### config.mk
export PLATFORM = sky130hd
export DESIGN_NAME = seq_multiplier
export DESIGN_NICKNAME = d
export VERILOG_FILES = /design/src/rtl/seq_multiplier.sv
export SDC_FILE = /design/constraint.sdc
export NUM_CORES = 1
export LEC_CHECK = 0
export CAP_MARGIN = 20
export CORE_MARGIN = 1.5
export CORE_UTILIZATION = 50
export CTS_CLUSTER_DIAMETER = 40
export DETAILED_ROUTE_END_ITERATION = 7
export GPL_TIMING_DRIVEN = 0
export PLACE_DENSITY = 0.72
export SLEW_MARGIN = 30
export SYNTH_ARGS = -nofsm -noshare
export SYNTH_HDL_FRONTEND = slang
export SYNTH_SLANG_ARGS = --single-unit
### constraint.sdc
create_clock -name clk -period 5.5 [get_ports clk]
set_clock_uncertainty 0.1 [all_clocks]
set_input_delay 1.1 -clock clk [delete_from_list [all_inputs] [get_ports clk]]
set_output_delay 1.1 -clock clk [all_outputs]
set_load 0.01 [all_outputs]
### src/rtl/seq_multiplier.sv
// Sequential 8x8 unsigned shift-and-add multiplier.
// Advances only on clk edges where clk_half is high; a start is a 0->1 edge of ld
// as seen on those enabled ticks. One partial product is added per enabled tick,
// and the 16-bit product is presented with mult_ok after the ninth enabled tick
// (the capture tick counts as the first).
module seq_multiplier (
  input  logic        clk,
  input  logic        reset,
  input  logic        clk_half,
  input  logic        ld,
  input  logic [7:0]  mult1,
  input  logic [7:0]  mult2,
  output logic [15:0] mult_res,
  output logic        mult_ok
);

  typedef enum logic [1:0] {
    IDLE = 2'b00,
    BUSY = 2'b01,
    DONE = 2'b10
  } state_t;

  state_t      state;
  logic [7:0]  a;
  logic [7:0]  b;
  logic [15:0] acc;
  logic [2:0]  step;
  logic        ld_q;

  logic        start;
  logic [15:0] partial;
  logic [15:0] acc_next;

  // Start edge detection and the shifted partial product for the current step
  always_comb begin
    start    = ld & ~ld_q;
    partial  = 16'h0000;
    if (b[step]) begin
      partial = {8'h00, a} << step;
    end
    acc_next = acc + partial;
  end

  // Control FSM and datapath; everything holds on edges where clk_half is low
  always_ff @(posedge clk) begin
    if (!reset) begin
      state    <= IDLE;
      mult_ok  <= 1'b0;
      mult_res <= 16'h0000;
      ld_q     <= 1'b0;
      acc      <= 16'h0000;
      step     <= 3'd0;
      a        <= 8'h00;
      b        <= 8'h00;
    end else if (clk_half) begin
      ld_q <= ld;
      case (state)
        IDLE: begin
          mult_ok <= 1'b0;
          if (start) begin
            a     <= mult1;
            b     <= mult2;
            acc   <= 16'h0000;
            step  <= 3'd0;
            state <= BUSY;
          end
        end
        BUSY: begin
          acc  <= acc_next;
          step <= step + 3'd1;
          if (step == 3'd7) begin
            mult_res <= acc_next;
            mult_ok  <= 1'b1;
            state    <= DONE;
          end
        end
        DONE: begin
          mult_ok <= 1'b1;
          if (!ld) begin
            mult_ok <= 1'b0;
            state   <= IDLE;
          end
        end
        default: begin
          mult_ok <= 1'b0;
          state   <= IDLE;
        end
      endcase
    end
  end

endmodule

[Yosys cells after proc, flatten, opt, wreduce, memory -nomap -nowiden]
Cells that the tools add are included.
Word-level totals
  flip-flop bits (word level): 55
  bits in latches: 0
  bits in writable memories: 0
  memory bits (read-only): 0
  bits of input ports: 20
  memories: 0
Cells by class
  add/subtract/negate cells: 2
  multiply operators: 0
  div/mod/pow operators: 0
  $lt $le $gt $ge: 1
  equality and inequality tests: 6
  shift-type cells: 1
  mux-type cells: 14
  bitwise logic cells: 2
  reductions and logical operators: 7
Operator list (number)
  16-bit two-way mux: 2
  16-bit one-hot mux with 2 select lines: 1
  16-bit adder: 1
  8-bit by 3-bit << shifter with 16-bit output: 1
  3-bit AND reduction: 3
  2-bit two-way mux: 3
  2-bit inequality test, second input constant: 3
  2-bit one-hot mux with 3 select lines: 1
  3-bit one-hot mux with 2 select lines: 1
  3-bit by 4-bit < comparator with 1-bit output, second input constant: 1
  4-bit AND reduction: 1
  3-bit by 1-bit adder with 3-bit output, second input constant: 1
  1-bit binary-select mux with 3-bit select: 1
  3-bit == test, second input constant: 1
  1-bit two-way mux: 3
  3-bit two-way mux: 1
  2-bit by 1-bit == test with 1-bit output, second input constant: 1
  2-bit == test, second input constant: 1
  2-bit zero test: 1
  1-bit one-hot mux with 2 select lines: 1
  2-bit AND reduction: 1
  2-bit nonzero test: 1
  1-bit bitwise AND: 1
  1-bit NOT: 1

[Longest topological paths before layout]
Gate-level depths: netlist of run 1.
  depth in word-level cells: 5
  depth in mapped cells: 16

[Least setup slack after synthesis of run 1]
OpenSTA, ideal clock, no wires.
  path kind: register -> register
  from: register step[0]
  to: register acc[15]
  setup time: 0.120 ns
  data arrival time: 3.171 ns
  slack: 2.110 ns
  stages on the path, launching flop included: 15
  path buffers: 3
  period minus slack after synthesis: 3.390 ns
  cell sequence: dfxtp_1 buf_2 mux4_2 nand2_1 and2_1 clkbuf_1 a21oi_1 ha_1 a21oi_1 nand2_1 o2111a_1 or2_0 buf_2 a31o_1 a211o_1
On the way
  word-level cells in the longest chain between the ends: 5
  elaborated cells between the ends (all ways): 6
  classes of those cells: add/sub: 1; shift: 1; mux: 4
RTL lines
  start, declared: line 27  | logic [2:0] step;
  start signal, assigned: line 70  | step <= step + 3'd1;
  1-bit binary-select mux with 3-bit select: line 38  | if (b[step]) begin
  1-bit two-way mux (not written as such): line 38
  16-bit two-way mux (*): line 38
  16-bit adder (*): line 41  | acc_next = acc + partial;
  16-bit one-hot mux with 2 select lines (*): line 57  | case (state)
  end signal, assigned: line 69  | acc <= acc_next;
  end, declared: line 26  | logic [15:0] acc;
Mark *: on every way between the ends. The rest lies on a longest branch, timed or not. The select of a mux whose other input is x is not followed.
A chain may end at the register's enable or synchronous reset.

[Worst setup path after layout of run 1]
  from: register step[0]
  to: register mult_res[15]
On the way
  word-level cells in the longest chain between the ends: 4
  elaborated cells between the ends (all ways): 7
  classes of those cells: add/sub: 1; eq/ne: 1; shift: 1; mux: 3; reduce/logical: 1
RTL lines
  1-bit binary-select mux with 3-bit select: line 38
  1-bit two-way mux (not written as such): line 38
  16-bit two-way mux: line 38
  16-bit adder: line 41
  end signal, assigned: line 72  | mult_res <= acc_next;
  end, declared: line 13  | output logic [15:0] mult_res,
Parallel ways exist; a longest one is shown, timed or not. The select of a mux whose other input is x is not followed.

==> results of run 1 <==
-- flip-flops by register name (all words and copies together), names as in the netlist --
| register | flops |
|---|---|
| a | 8 |
| acc | 16 |
| b | 8 |
| ld_q | 1 |
| mult_ok | 1 |
| mult_res | 16 |
| state | 2 |
| step | 3 |
-- metrics by stage --
| stage | hold WS, ns | utilization, % | total power [mW] | setup slack, ns |
|---|---|---|---|---|
| floorplan | 0.332 | - | 0.465 | 2.11 |
| global placement | 0.341 | 58.4 | 0.492 | 1.77 |
| detailed placement | 0.346 | 58.4 | 0.494 | 1.71 |
| CTS | 0.361 | 59.9 | 0.730 | 1.70 |
| global route | 0.375 | 59.9 | 0.755 | 1.49 |
| finish | 0.359 | 59.9 | 0.724 | 1.71 |
-- power by group --
part / total [mW] / internal (mW) / switching (mW)
sequential: 0.410 / 0.405 / 0.00499
clock: 0.239 / 0.104 / 0.136
combinational: 0.0739 / 0.0299 / 0.0441
total: 0.724 / 0.539 / 0.185
-- area by class of cell --
class | instances | area share (%)
Multi-Input combinational cell | 331 | 52.7
Sequential cell | 55 | 29.1
Timing Repair Buffer | 34 | 9.00
Buffer | 30 | 3.11
Tap cell | 77 | 2.55
Clock buffer | 7 | 2.28
Inverter | 10 | 0.993
Clock inverter | 1 | 0.232
-- critical path, delay by kind of cell (launching register included) --
kind / cells / cell delay (ns)
DFF: 1 / 0.34
muxes: 1 / 0.53
AOI/OAI and AO/OA: 5 / 1.07
buffers and inverters: 3 / 0.63
adders and majority gates: 1 / 0.36
and+or+nand+nor: 4 / 0.66
-- kinds of logic (layout without fill, tap and decap cells) --
group / after synthesis / after routing / share of synthesized area [%]
simple gates: 182 / 182 / 25.2
compound gates: 107 / 107 / 20.8
flops: 55 / 55 / 33.9
buf+inv: 40 / 82 / 4.78
fa+ha+maj: 21 / 21 / 8.32
mux: 12 / 12 / 4.58
xor+xnor: 9 / 9 / 2.43
-- cell usage in the layout (no fill, tap or decap), types with 8 or more instances in the layout --
master / netlist / routed
inv_1: 10 / 10
ha_1: 20 / 20
nand3_1: 28 / 28
clkdlybuf4s50_1: 0 / 34
clkbuf_1: 22 / 23
a21o_1: 8 / 8
nor3_1: 9 / 9
nand2_1: 73 / 73
dfxtp_1: 55 / 55
a21oi_1: 48 / 48
o21ai_0: 11 / 11
nor2_1: 42 / 42
-- per-layer routing --
layer / part of all wire, % / vias up
met2: 48 / 60
met4: 2.5 / 0
met5: 0 / -
li1: - / 1577
met1: 46 / 1375
met3: 3.6 / 16
-- worst min path at each step --
| stage | startpoint | end | slack [ns] | cells after the start |
|---|---|---|---|---|
| finish | mult_res[1] | mult_res[1] | 0.36 | 2 |
| global route | b[3] | b[3] | 0.37 | 2 |
| global placement | b[5] | b[5] | 0.34 | 2 |
| CTS | b[3] | b[3] | 0.36 | 2 |
| floorplan | acc[10] | acc[10] | 0.33 | 2 |
| detailed placement | b[3] | b[3] | 0.35 | 2 |
==> results.md, run 1 <==
- Router iterations before antenna repair: 4
- Drt via density: 5.56
- Synth Flop Type: dfxtp_1
- Ant diodes: 0
- Post-DP HPWL: 6020 microns
- Worst-path clk slew: 0.10 ns
- Synthesized net count: 467
- Yosys top cell area share: 33.9%
- Syn Std Cell Area: 3250 sq um
- Inserted Clock Buffers: 5
- Top cells by area, synth: dfxtp_1, nand2_1, ha_1, a21oi_1, nor2_1
- Largest net degree at the start of global routing: 17
- Root Buffer Master: clkbuf_8
- Count leader, synth: nand2_1
- Routed via count: 3,028
- Worst r2r src: step[0]
- Last element of the critical path: mult_res[15]
- Register area: 1100 sq um
- Area Growth Syn to Fin: 16.4%
- Sink Count: 55
- R2r endpoint: mult_res[15]
- Nets@finish: 508
- Routability congestion estimate: 0.913
- Synth area leader: dfxtp_1
- Pins over their slew limit: 0
- Worst setup SP type: flop
- Count of input and output buffers: 34
- Final Setup Violations: 0
- Final setup TNS: 0 ns
- Setup Crit Path Kind: reg -> reg
- R2R Setup Slk: 1.71 ns
- First-pass GRT wire length: 13,200 microns
- Critical-path cell list: buf_2, mux4_2, nand2_1, and2_1, clkbuf_1, a21oi_1, ha_1, a21oi_1, nand2_1, o2111a_1, or2_0, buf_2, a31o_1, a211o_1
- Fmax: 264 MHz
- Row count: 29
- HP Class: reg -> reg
- Die Y: 83.6 microns
- Worst Path Required: 5.62 ns
- Placed Cells: 537
- GR met3 Demand/Resource: 3.76%
- CP Launch Point: step[0]
- Die X: 83.6 microns
- Core area: 6310 sq um
- Hold Vio Cnt, Final: 0
- GRT Max-Usage Layer: met2
- Synth cell types: 48
- Sequential-to-total area share from yosys stat: 33.9%
- Post-CTS Resized: 0
- Max cap viols: 0
- Ports: 37
- Worst slew margin: 54.8%
- VDD IR max: 0.134 mV
- Grt met1 use: 29.5%
- H-tree depth: 2
- Crit path largest cell delay: 0.53 ns
- Placed Area: 3680 sq um
- Fill cells: 620
- Post-synth EDFFs: 0
- Post-CTS Setup Repair Bufs: 0
- Share of layout cells above drive strength 1: 4.27%
- LEAKAGE: 1.48 nW
- Final period util: 69.0%
- Max Root-Sink Buffers: 2
- Initial antenna violation count: 0
- Final Instance Count excl. Fillers: 545
- Avg Cell Area, Syn: 7.62 sq um
- Worst Tran Pin Value: 0.675 ns
- CP max FO: 8
- GRT Total Usage: 23.2%
- Multi-input combinational cell area: 1990 sq um
- Routed Antenna Nets: 0
- Pwr dens: 191 nW/um^2
- Routed WL: 7870 microns
- Worst-case reg-to-reg path depth: 14
- Crit end category: flop
- Post-synth ARST share: 0%
- Clock latency on the worst-skew pair: 0.32 ns
- # DRC: 0
- Initial drt markers: 147
- Number of global-route vias before repair: 2,874
- Worst path slowest cell: mux4_2
- M2 GR Usage: 39.3%
- Avg WL per Cell: 14.4 microns
- Mapped Cells: 426
- Gr ovfl total: 0
- RSZ-0062 raised after global routing: no
- CTS tree: done
- Outcome: finished, final reports clean
- Design Area, Final: 3780 sq um
- Synth Register Bits: 55
- Hold buffer count at cts: 0
- Die area: 6990 sq um
- Initial core utilization: 51.4%
- Synth Warn #: 0
- Top cells by count, synth: nand2_1, dfxtp_1, a21oi_1
- Final worst path period need: 3.79 ns
- Data arrival time of the critical path: 3.91 ns
No activity file was read; power rests on OpenSTA's default activity.
==> run 2, diff against run 1 <==
- PLACE_DENSITY: 0.72 -> 0.75
- clock period: 5.5 -> 3.3 ns (I/O delays scaled with it)
==> run 2 against run 1 <==
  * Global-route usage up 1.3 points
  * Die area unchanged
  * Flip-flop and latch count unchanged
  * Setup slack worse by 1.6 ns
  * Clock power up 61%
  * Critical path depth down 1
  * Sequential share of layout area down 0.99 points
  * Wire length up 5.9%
  * Via count up 3.8%
  * Largest power group unchanged
==> results.md, run 2 (synthesized netlist as in run 1, its figures left out) <==
- Outcome: finished, final reports clean
- Nets@finish: 512 (+0.79%)
- Placed Cells: 537 (unchanged)
- Ant diodes: 0 (unchanged)
- Final setup TNS: 0 ns (unchanged)
- Hold Vio Cnt, Final: 0 (unchanged)
- Design Area, Final: 3930 sq um (+4.0%)
- VDD IR max: 0.208 mV (+55%)
- Combinational share of power: 10.8% (+0.6 points)
- Fmax: 316 MHz (+20%)
- Initial drt markers: 166 (+13%)
- Post-DP HPWL: 6080 microns (+1.1%)
- Die X: 83.6 microns (unchanged)
- Final worst path period need: 3.17 ns (-0.628 ns)
- Hold buffer count at cts: 0 (unchanged)
- Gr ovfl total: 0 (unchanged)
- Clock latency on the worst-skew pair: 0.31 ns (about the same)
- Hold path cells: 2 (unchanged)
- Die Y: 83.6 microns (unchanged)
- Avg WL per Cell: 15.2 microns (+5.3%)
- Routability congestion estimate: 0.914 (+0.20%)
- H-tree depth: 2 (unchanged)
- Sw Share: 25.4% (-0.085 points)
- HP Class: reg -> reg
- Routed via count: 3,144 (+3.8%)
- Root Buffer Master: clkbuf_8
- R2r endpoint: mult_res[15]
- Worst r2r src: step[1]
- GRT Total Usage: 24.5% (+1.3 points)
- LEAKAGE: 1.53 nW (+3.4%)
- Commonest non-fill, non-tap cell in the layout: nand2_1
- Inserted Clock Buffers: 5 (unchanged)
- Worst Tran Pin Value: 0.656 ns (-0.0191 ns)
- Share of layout cells above drive strength 1: 10.8% (+6.6 points)
- Final Instance Count excl. Fillers: 548 (+0.55%)
- Worst Path Required: 3.41 ns (-2.21 ns)
- Register area: 1110 sq um (+0.45%)
- Int Pwr: 0.894 mW (+66%)
- Routed WL: 8330 microns (+5.9%)
- Initial core utilization: 51.4% (unchanged)
- Setup Crit Path Kind: reg -> reg
- Count of input and output buffers: 34 (unchanged)
- Sink Count: 55 (unchanged)
- Hold Path End: b[2]
- Worst setup SP type: flop
- Worst hold start: b[2]
- Final period util: 96.0% (+27 points)
- Ports: 37 (unchanged)
- Fin worst setup slack: 0.133 ns (-1.57 ns)
- Data arrival time of the critical path: 3.28 ns (-0.63 ns)
- Max cap viols: 0 (unchanged)
- Final Setup Violations: 0 (unchanged)
- Area Growth Syn to Fin: 21.0%
- Top Registers: acc x16, mult_res x16
- Multi-input combinational cell area: 2080 sq um (+4.5%)
- Fill cells: 575 (-7.3%)
- R2R Setup Slk: 0.13 ns (-1.57 ns)
- Crit end category: flop
- Worst Hold Slack: 0.358 ns (-0.000234 ns)
- Placed Area: 3690 sq um (+0.10%)
- # DRC: 0 (unchanged)
- Row count: 29 (unchanged)
- CP max FO: 10 (+2)
- Setup WS pre-CTS: -0.430 ns (-2.14 ns)
- First-pass GRT wire length: 14,000 microns (+6.1%)
- Worst-case reg-to-reg path depth: 13 (-1)
- Initial antenna violation count: 0 (unchanged)
- Routed Antenna Nets: 0 (unchanged)
- Switch Pwr: 0.305 mW (+65%)
- CTS tree: done
- Worst slew margin: 56.1% (+1.3 points)
- Router iterations before antenna repair: 4 (unchanged)
- Number of global-route vias before repair: 3,062 (+6.5%)
- Most frequent cells in the layout: nand2_1, dfxtp_1, a21oi_1
- Die area: 6990 sq um (unchanged)
- Worst-path clk slew: 0.10 ns (about the same)
- Core area: 6310 sq um (unchanged)
- Drt via density: 5.74 (+3.3%)
- Pins over their slew limit: 0 (unchanged)
- Pwr dens: 305 nW/um^2 (+59%)
- Largest net degree at the start of global routing: 16 (-1)
- Sequential Power Share: 57.1% (+0.4 points)
- Max Root-Sink Buffers: 2 (unchanged)
- Clock Power Share: 32.1% (-1.0 points)
-- run 2: cell types whose count changed in the layout (fill, tap and decap cells not counted), moves of 2 or more --
cell and change:
dfxtp_1 -2, nand2_1 -4, buf_2 -4, clkbuf_1 -6
buf_4 +7, o21ai_1 +3, nand2_2 +4, clkbuf_2 +2
nor3_1 -2, o21ai_0 -4, a21oi_1 -5, buf_6 +3
a21oi_2 +5, nor3_2 +2
-- run 2: power by group through the flow --
stage | Clock, mW | Sequential [mW] | Combinational [mW]
after floorplan | 0 | 0.697 | 0.0779
after global placement | 0 | 0.699 | 0.121
after detailed placement | 0 | 0.699 | 0.124
after CTS | 0.392 | 0.684 | 0.130
after global routing | 0.418 | 0.686 | 0.146
final | 0.385 | 0.684 | 0.130
-- run 2: repair_timing --
action                                  in CTS  in global routing
endpoints found under the hold margin        0                  0
setup buffers                                7                  0
gates resized for setup                     14                 33
endpoints found under the setup margin      14                 16
pin swaps                                    6                  8
-- run 2: worst max path at each step --
stage            start            to  slack [ns]  cells after the start
2_1_floorplan  step[0]  mult_res[15]        0.02                     14
6_report       step[1]  mult_res[15]        0.13                     13
3_3_place_gp   step[1]  mult_res[15]       -0.38                     13
5_1_grt        step[1]       acc[15]      -0.009                     16
4_1_cts        step[1]       acc[14]       0.002                     12
3_5_place_dp   step[1]  mult_res[15]       -0.43                     13
-- run 2: per-layer routing --
| metal | GRT usage, % | wire length (microns) | share of wire, % |
|---|---|---|---|
| met5 | 0 | 0 | 0 |
| met4 | 9.24 | 189 | 2.3 |
| met3 | 3.46 | 290 | 3.5 |
| met2 | 41.6 | 4140 | 50 |
| met1 | 31.6 | 3710 | 45 |
-- run 2: area by class of cell --
cell class / count / share of cell area, %
Timing Repair Buffer: 41 / 10.1
Tap cell: 77 / 2.45
Multi-Input combinational cell: 331 / 52.9
Buffer: 27 / 3.21
Inverter: 10 / 0.955
Clock inverter: 1 / 0.127
Clock buffer: 6 / 2.10
Sequential cell: 55 / 28.1
-- run 2: worst max-delay path: stages, from the launching register on --
cell and delay, ns:
dfxtp_2 0.34, buf_6 0.13, buf_6 0.15, mux2i_4 0.19, o22a_1 0.23, a211oi_1 0.27, ha_1 0.36, a21o_1 0.22
nand3_1 0.09, a311oi_2 0.12, or2_0 0.24, buf_4 0.16, a31o_1 0.23, a211o_1 0.25
-- run 2: through the flow --
step,utilization (%),power [mW]
floorplan,-,0.775
global placement,58.4,0.820
detailed placement,58.4,0.823
CTS,61.3,1.21
global route,62.3,1.25
finish,62.3,1.20
==> run 3, diff against run 2 <==
- CORE_MARGIN: 1.5 -> 2
- CTS_BUF_LIST: default -> sky130_fd_sc_hd__clkbuf_4 sky130_fd_sc_hd__clkbuf_8 sky130_fd_sc_hd__clkbuf_16
- SKIP_CTS_REPAIR_TIMING: default -> 1
==> run 3 against run 2 <==
  * Global-route usage decreased by 1.4 points
  * Critical path depth grew 1
  * Combinational power about the same
  * Sequential share of layout area fell by 0.35 points
  * Critical endpoint unchanged
  * Hold slack about the same
  * Sequential power is essentially flat
  * First-iteration DRC count increased by 37%
  * Via count is 2.1% higher
  * Wire length down 1.3%
  * Non-clock buffer count increased by 1
==> results.md, run 3 (synthesized netlist as in run 1, its figures left out) <==
- Design Area, Final: 3970 sq um (+0.92%)
- Ant diodes: 0 (unchanged)
- Data arrival time of the critical path: 3.40 ns (+0.12 ns)
- # DRC: 0 (unchanged)
- Root Buffer Master: clkbuf_8
- Count of input and output buffers: 34 (unchanged)
- LEAKAGE: 1.55 nW (+0.79%)
- Worst-path clk slew: 0.10 ns (about the same)
- Ports: 37 (unchanged)
- H-tree depth: 2 (unchanged)
- GRT Max-Usage Layer: met2
- Final period util: 99.5% (+3.6 points)
- Post-DP HPWL: 6040 microns (-0.67%)
- Routed via count: 3,211 (+2.1%)
- Worst Path Required: 3.41 ns (about the same)
- Area Growth Syn to Fin: 22.1%
- Routed Antenna Nets: 0 (unchanged)
- Final setup TNS: 0 ns (unchanged)
- Largest net degree at the start of global routing: 17 (+1)
- Max Root-Sink Buffers: 2 (unchanged)
- Setup Crit Path Kind: reg -> reg
- Drt via density: 5.84 (+1.8%)
- Fmax: 304 MHz (-3.6%)
- Share of layout cells above drive strength 1: 10.8% (-0.046 points)
- Routability congestion estimate: 0.924 (+1.0%)
- Outcome: finished, final reports clean
- Commonest non-fill, non-tap cell in the layout: nand2_1
- GR met3 Demand/Resource: 3.74% (+0.27 points)
- Inserted Clock Buffers: 5 (unchanged)
- VDD IR max: 0.199 mV (-4.1%)
- Number of global-route vias before repair: 2,967 (-3.1%)
- Worst setup SP type: flop
- Row count: 29 (unchanged)
- Avg WL per Cell: 14.9 microns (-1.7%)
- Sequential Power Share: 57.0% (about the same)
- First-pass GRT wire length: 13,500 microns (-4.0%)
- Top Registers: acc x16, mult_res x16
- Int Pwr: 0.887 mW (-0.87%)
- Die X: 84.6 microns (+1.2%)
- Hold Vio Cnt, Final: 0 (unchanged)
- M2 GR Usage: 39.1% (-2.6 points)
- Placed Cells: 537 (unchanged)
- HP Class: reg -> reg
- Grt met1 use: 29.9% (-1.7 points)
- Initial antenna violation count: 0 (unchanged)
- Clock Power Share: 32.2% (about the same)
- Worst slew margin: 50.4% (-5.8 points)
- Max cap viols: 0 (unchanged)
- Gr ovfl total: 0 (unchanged)
- RSZ-0062 raised after global routing: yes
- Worst Tran Pin Value: 0.742 ns (+0.0861 ns)
- Placed Area: 3690 sq um (unchanged)
- Final Setup Violations: 0 (unchanged)
- Combinational share of power: 10.9% (about the same)
- GRT Total Usage: 23.1% (-1.4 points)
- Initial core utilization: 51.4% (unchanged)
- Die Y: 84.6 microns (+1.2%)
- Most frequent cells in the layout: nand2_1, dfxtp_1, a21oi_1
- Final worst path period need: 3.28 ns (+0.118 ns)
- Switch Pwr: 0.316 mW (+3.4%)
- Pins over their slew limit: 0 (unchanged)
- Initial drt markers: 227 (+37%)
- Nets@finish: 513 (+0.20%)
- Sw Share: 26.3% (+0.82 points)
- Die area: 7160 sq um (+2.4%)
- CP max FO: 7 (-3)
- Pwr dens: 303 nW/um^2 (-0.69%)
- Router iterations before antenna repair: 5 (+1)
- Final Instance Count excl. Fillers: 550 (+0.36%)
- Routed WL: 8220 microns (-1.3%)
- Sink Count: 55 (unchanged)
- Core area: 6310 sq um (unchanged)
- Crit end category: flop
- CTS tree: done
- Clock latency on the worst-skew pair: 0.32 ns (about the same)
## run 3: cell type report
cell class                      count  area (sq um)
Clock buffer                        6          76.3
Multi-Input combinational cell    331          2110
Fill cell                         568          2350
Clock inverter                      2          12.5
Sequential cell                    55          1100
Timing Repair Buffer               40           385
Inverter                           10          37.5
Buffer                             29           144
Tap cell                           77          96.3
## run 3: layer usage
metal | up-vias | wire, microns
met4 | 0 | 157
met1 | 1518 | 3600
met2 | 95 | 4090
met5 | - | 0
met3 | 13 | 371
li1 | 1585 | -
## run 3: worst paths after layout
path	from	end	slack (ns)	depth (start not counted)
max reg2reg	step[0]	mult_res[15]	0.02	14
max	step[0]	mult_res[15]	0.02	14
min	b[3]	b[3]	0.36	2
min reg2reg	b[3]	b[3]	0.36	2
## run 3: metrics by stage
| step | worst slack, ns | hold WS (ns) | utilization, % | power [mW] |
|---|---|---|---|---|
| floorplan | 0.0223 | 0.332 | - | 0.775 |
| finish | 0.0153 | 0.358 | 62.8 | 1.20 |
| detailed placement | -0.428 | 0.347 | 58.4 | 0.824 |
| global route | -0.0990 | 0.374 | 62.8 | 1.25 |
| global placement | -0.386 | 0.341 | 58.4 | 0.820 |
| CTS | -0.461 | 0.362 | 59.8 | 1.20 |
## run 3: critical path: stages, from the launching register on
cell	delay, ns
dfxtp_2	0.35
buf_6	0.11
mux4_2	0.54
nand2_4	0.11
and2_4	0.14
buf_6	0.12
a211oi_2	0.04
ha_2	0.40
a21o_1	0.14
nand3_1	0.09
a311oi_2	0.36
or2_0	0.16
buf_4	0.14
a311oi_2	0.09
a211o_1	0.30
## run 3: power by group through the flow
stage               registers [mW]  clock network [mW]  logic (mW)
finish                       0.685               0.387       0.131
global route                 0.686               0.418       0.146
CTS                          0.684               0.392       0.125
detailed placement           0.700                   0       0.124
global placement             0.699                   0       0.121
floorplan                    0.697                   0      0.0779
==> variant 1 (config.mk and constraints of run 1) <==
Make the reset (`reset`) asynchronous in one clocked block.
--- a/src/rtl/seq_multiplier.sv
+++ b/src/rtl/seq_multiplier.sv
@@ -42,7 +42,7 @@
   end
 
   // Control FSM and datapath; everything holds on edges where clk_half is low
-  always_ff @(posedge clk) begin
+  always_ff @(posedge clk or negedge reset) begin
     if (!reset) begin
       state    <= IDLE;
       mult_ok  <= 1'b0;
Function: changed (Yosys sat finds a counterexample within 10 cycles, from zero or initial values and one cycle with reset low; the reset may be asserted at any time).
==> variant 1 against run 1 <==
- the flow now finishes with violations (DRC)
- global-route usage decreased by 0.16 points
- area after synthesis grew 4.4%
- sequential cell count did not move
- worst hold slack improved by 0.029 ns
- setup slack gained 0.24 ns
- synthesized cell count fell by 15%
- routed wire length is 1.8% lower
- core utilization up 1.5 points
- design area increased by 4.8%
- die area rose by 4.3%
- count of clock-buffer cells in the layout shrank 2
- critical path type unchanged
Power is not compared: it rests on default switching activity, and its combinational part moved more than twofold at a synthesized area within 25%.
==> variant 1: results (changes against run 1) <==
End of the critical path = acc[13]$_DFFE_PN0P_
Sw Ratio = 43.4%
Syn Nets = 402 (-14%)
Worst-path fanout max = 10 (+2)
Total track usage = 23.1% (-0.16 points)
Hold Crit Class = reg -> reg
Detailed Routing Iterations Pass 1 = 6 (+2)
Routed met2 length = 3620 um (-4.3%)
Vias/cell = 5.83 (+4.9%)
Top cells by count, synth = dfrtp_1, nand2_1, nand3_1, a21oi_1, o21ai_0
Final HPWL DP = 5910 um (-1.8%)
Nets@finish = 446 (-12%)
Worst vdd ir = 239 uV
Vias = 2,814 (-7.1%)
Gpl congestion = 0.918 (+0.59%)
Fraction of layout cells with a size suffix above 1 = 12.6% (+8.3 points)
Multiplexer share of the synthesized area = 12.5% (+7.9 points)
Buffers on Ports = 36 (+5.9%)
Area contributors post-synth = dfrtp_1, mux2_2, ha_1, nand3_1, nand2_1
LEAKAGE = 1.79 nW
Max stage delay on crit path = 0.53 ns (about the same)
Pre-CTS setup slack = 1.97 ns (+0.260 ns)
Met3 Use GR = 3.31% (-0.45 points)
Clk Tree Root Cell = clkbuf_8
Slew HR = 57.6% (+2.8 points)
Longest Clk Path Bufs = 2 (unchanged)
Status = finished with violations
Post-synth ARST share = 100% (+100 points)
Dpl cells = 475 (-12%)
Post-Synth XOR/XNOR Area = 2.58% (+0.16 points)
R2R depth = 13 (-1)
Residual DRC = 2 (+2)
Fin Hold WS = 0.388 ns (+0.0291 ns)
Biggest regs = acc: 16 flops, mult_res: 16 flops
Antenna cells = 0 (unchanged)
Hold_sp = mult_res[12]$_DFFE_PN0P_
DP Area = 3870 sq um (+5.0%)
Compound-Gate Fraction of Synth Area = 16.2% (-4.6 points)
Synth Area in Adders = 7.97% (-0.35 points)
Vias in the first global route = 2,692 (-6.3%)
Met3 WL = 315 um (+9.8%)
CP Launch Point = step[0]$_DFFE_PN0P_
Pin count of the biggest net entering global routing = 34 (+17)
Fillers = 554 (-11%)
Post-synth cell types = 39 (-19%)
Grt met1 use = 32.8% (+3.3 points)
Initial DRC count = 137 (-6.8%)
Final WS setup = 1.94 ns (+0.236 ns)
Hold EP = mult_res[12]$_DFFE_PN0P_
Failing checks = DRC
Crit path DAT = 3.69 ns (-0.22 ns)
First-pass GRT wire length = 13,300 um (+0.42%)
M1 WL = 3620 um (+0.64%)
Mapped Avg Cell Area = 9.40 sq um (+23%)
GR Util met2 = 36.3% (-3.0 points)
Drt wl/cell = 16.0 um (+11%)
Sequential share of the synthesized area = 40.6% (+6.7 points)
==> variant 1: cell count changes after synthesis, moves of 7 or more <==
cell      before  now
mux2_2         3   23
nor2_1        42   24
nand2_1       73   42
dfrtp_1        0   55
o21ai_0       11   26
dfxtp_1       55    0
clkbuf_1      22   11
a21oi_1       48   26
a211o_1        2    9
==> variant 1: area by class of cell <==
cell class	count	area (sq um)	area share, %
sequential	55	1380	34.7
timing repair buffer	37	378	9.54
tap	77	96.3	2.43
clock buffer	5	68.8	1.74
inverter	6	22.5	0.568
multi-input combinational	278	1900	48.0
buffer	22	95.1	2.40
clock inverter	3	23.8	0.600
==> variant 1: power by group through the flow <==
stage | registers, mW | clock network (mW) | logic (mW)
after global routing | 0.613 | 0.261 | 1.06
final | 0.596 | 0.232 | 0.945
after CTS | 0.597 | 0.241 | 0.944
after global placement | 0.597 | 0 | 0.918
after detailed placement | 0.605 | 0 | 0.939
after floorplan | 0.579 | 0 | 0.734
==> variant 2 (flow settings as in run 1) <==
Without the edit above. Re-encode `state_t` (3 states) as one-hot, 3 bits wide.
--- a/src/rtl/seq_multiplier.sv
+++ b/src/rtl/seq_multiplier.sv
@@ -14,10 +14,10 @@
   output logic        mult_ok
 );
 
-  typedef enum logic [1:0] {
-    IDLE = 2'b00,
-    BUSY = 2'b01,
-    DONE = 2'b10
+  typedef enum logic [2:0] {
+    IDLE = 3'b001,
+    BUSY = 3'b010,
+    DONE = 3'b100
   } state_t;
 
   state_t      state;
Check against the original RTL: no difference found for any inputs over 4 cycles, from zero or initial values and one cycle with reset low; so few cycles prove little.
==> variant 2 against run 1 <==
- worst hold slack is essentially flat
- power grew 1.1%
- sequential share of layout area grew 0.59 points
- combinational power shrank 9.7%
- sequential cell count grew 1
- design area shrank 0.20%
- area after synthesis shrank 0.50%
- routed wire length shrank 6.3%
- critical endpoint is now acc[14]$_SDFFE_PN0P_
- critical path type unchanged
- critical path depth shrank 1
- setup slack gained 0.041 ns
- global-route usage shrank 0.96 points
==> variant 2: results (changes against run 1) <==
Status = completed
H-tree depth = 2 (unchanged)
FF-to-FF Start = step[0]$_SDFFE_PN0P_
Initial DRC count = 134 (-8.8%)
CP Launch Type = register
Gate Count Post-Synth = 376 (-12%)
Clk Tree Root Cell = clkbuf_8
Syn Nets = 414 (-11%)
Sequential share of the synthesized area = 34.7% (+0.79 points)
Fin Hold WS = 0.359 ns (+0.000429 ns)
Vias in the first global route = 2,690 (-6.4%)
Clock transition at path regs = 0.12 ns (+0.02 ns)
Slowest cell on the critical path = mux4_2
Vias = 2,812 (-7.1%)
Delay-heaviest family, CP = compound AO/OA/AOI/OAI gates
Slew HR = 61.7% (+6.8 points)
Biggest regs = acc: 16 flops, mult_res: 16 flops
Fraction of layout cells with a size suffix above 1 = 5.97% (+1.7 points)
Worst-Skew Late Latency = 0.33 ns
First-pass GRT wire length = 12,700 um (-4.2%)
Final HPWL DP = 5580 um (-7.4%)
Antenna cells = 0 (unchanged)
Dpl cells = 488 (-9.1%)
Longest Clk Path Bufs = 2 (unchanged)
Hold_sp = mult_res[4]$_SDFFE_PN0P_
Post-synth cell types = 50 (+4.2%)
Max stage delay on crit path = 0.53 ns (about the same)
Top cells by count, synth = dfxtp_1, nand2_1, nor2b_1, nor2_1, mux2i_1
Pin count of the biggest net entering global routing = 20 (+3)
Post-synth ARST share = 0% (unchanged)
Total track usage = 22.3% (-0.96 points)
LEAKAGE = 1.52 nW (+2.7%)
Final Non-Filler Cells = 496 (-9.0%)
Pre-CTS setup slack = 1.82 ns (+0.108 ns)
Worst-path fanout max = 8 (unchanged)
Yosys warns = 0 (unchanged)
Detailed Routing Iterations Pass 1 = 4 (unchanged)
R2R setup slack = 1.75 ns (+0.04 ns)
Post-CTS Setup Bufs = 0 (unchanged)
Antenna violations before repair = 0 (unchanged)
Hold Crit Class = reg -> reg
Area contributors post-synth = dfxtp_1, mux2i_1, ha_1, nor2b_1, nand2_1
Gpl congestion = 0.889 (-2.6%)
Worst vdd ir = 110 uV (-18%)
Total CTS buffers = 5 (unchanged)
Resized Gates After CTS = 0 (unchanged)
Buffers on Ports = 35 (+2.9%)
Achievable frequency = 0.266 GHz (+1.1%)
Drt wl/cell = 14.9 um (+2.9%)
Crit path DAT = 3.86 ns (-0.05 ns)
Nets@finish = 456 (-10%)
DP Area = 3680 sq um (-0.17%)
[variant 2: cell types whose count changed in the layout (fill, tap and decap cells not counted), sizes merged, moves of 6 or more]
cell | run 1 | this run
o21ai | 11 | 21
mux2i | 7 | 24
nor2b | 3 | 31
nand3 | 28 | 13
nand2 | 73 | 41
a21oi | 48 | 20
o21a | 6 | 0
clkbuf | 29 | 22
nor2 | 42 | 30
a22oi | 0 | 9
[variant 2: report_power, final]
group          leakage (nW)  total (mW)  internal (mW)  switching [mW]
Clock                0.0452       0.246         0.0933           0.152
Combinational          1.02      0.0667         0.0347          0.0320
Sequential            0.453       0.419          0.413         0.00583
Total                  1.52       0.731          0.541           0.190
[variant 2: logic make-up (layout without fill, tap and decap cells)]
group	count (synthesis)	after routing	synth area share, %
mux	29	29	9.87
xor+xnor	12	12	3.25
simple gates	149	149	23.4
fa+ha+maj	18	18	7.20
flops	56	56	34.7
compound gates	87	87	18.5
buf+inv	25	68	3.06
[variant 2: layout make-up]
class / count / area [sq um]
plain buffers: 21 / 83.8
clock buffers: 5 / 68.8
clock inverters: 3 / 25.0
fillers: 619 / 2540
inverters: 4 / 15.0
multi-input cells: 295 / 2010
flip-flops and latches: 56 / 1120
well taps: 77 / 96.3
repair buffers: 35 / 350
[variant 2: final timing paths]
path | to | cells after the start
worst max-delay path | acc[14]$_SDFFE_PN0P_ | 13
worst min-delay path | mult_res[4]$_SDFFE_PN0P_ | 2
worst max register to register | acc[14]$_SDFFE_PN0P_ | 13
worst min register to register | mult_res[4]$_SDFFE_PN0P_ | 2
[variant 2: layer usage]
layer | up-vias | track usage [%] | routed length [um]
li1 | 1423 | - | -
met1 | 1321 | 30.2 | 3490
met2 | 61 | 36.7 | 3440
met3 | 7 | 4.08 | 364
met4 | 0 | 5.61 | 74
met5 | - | 0 | 0
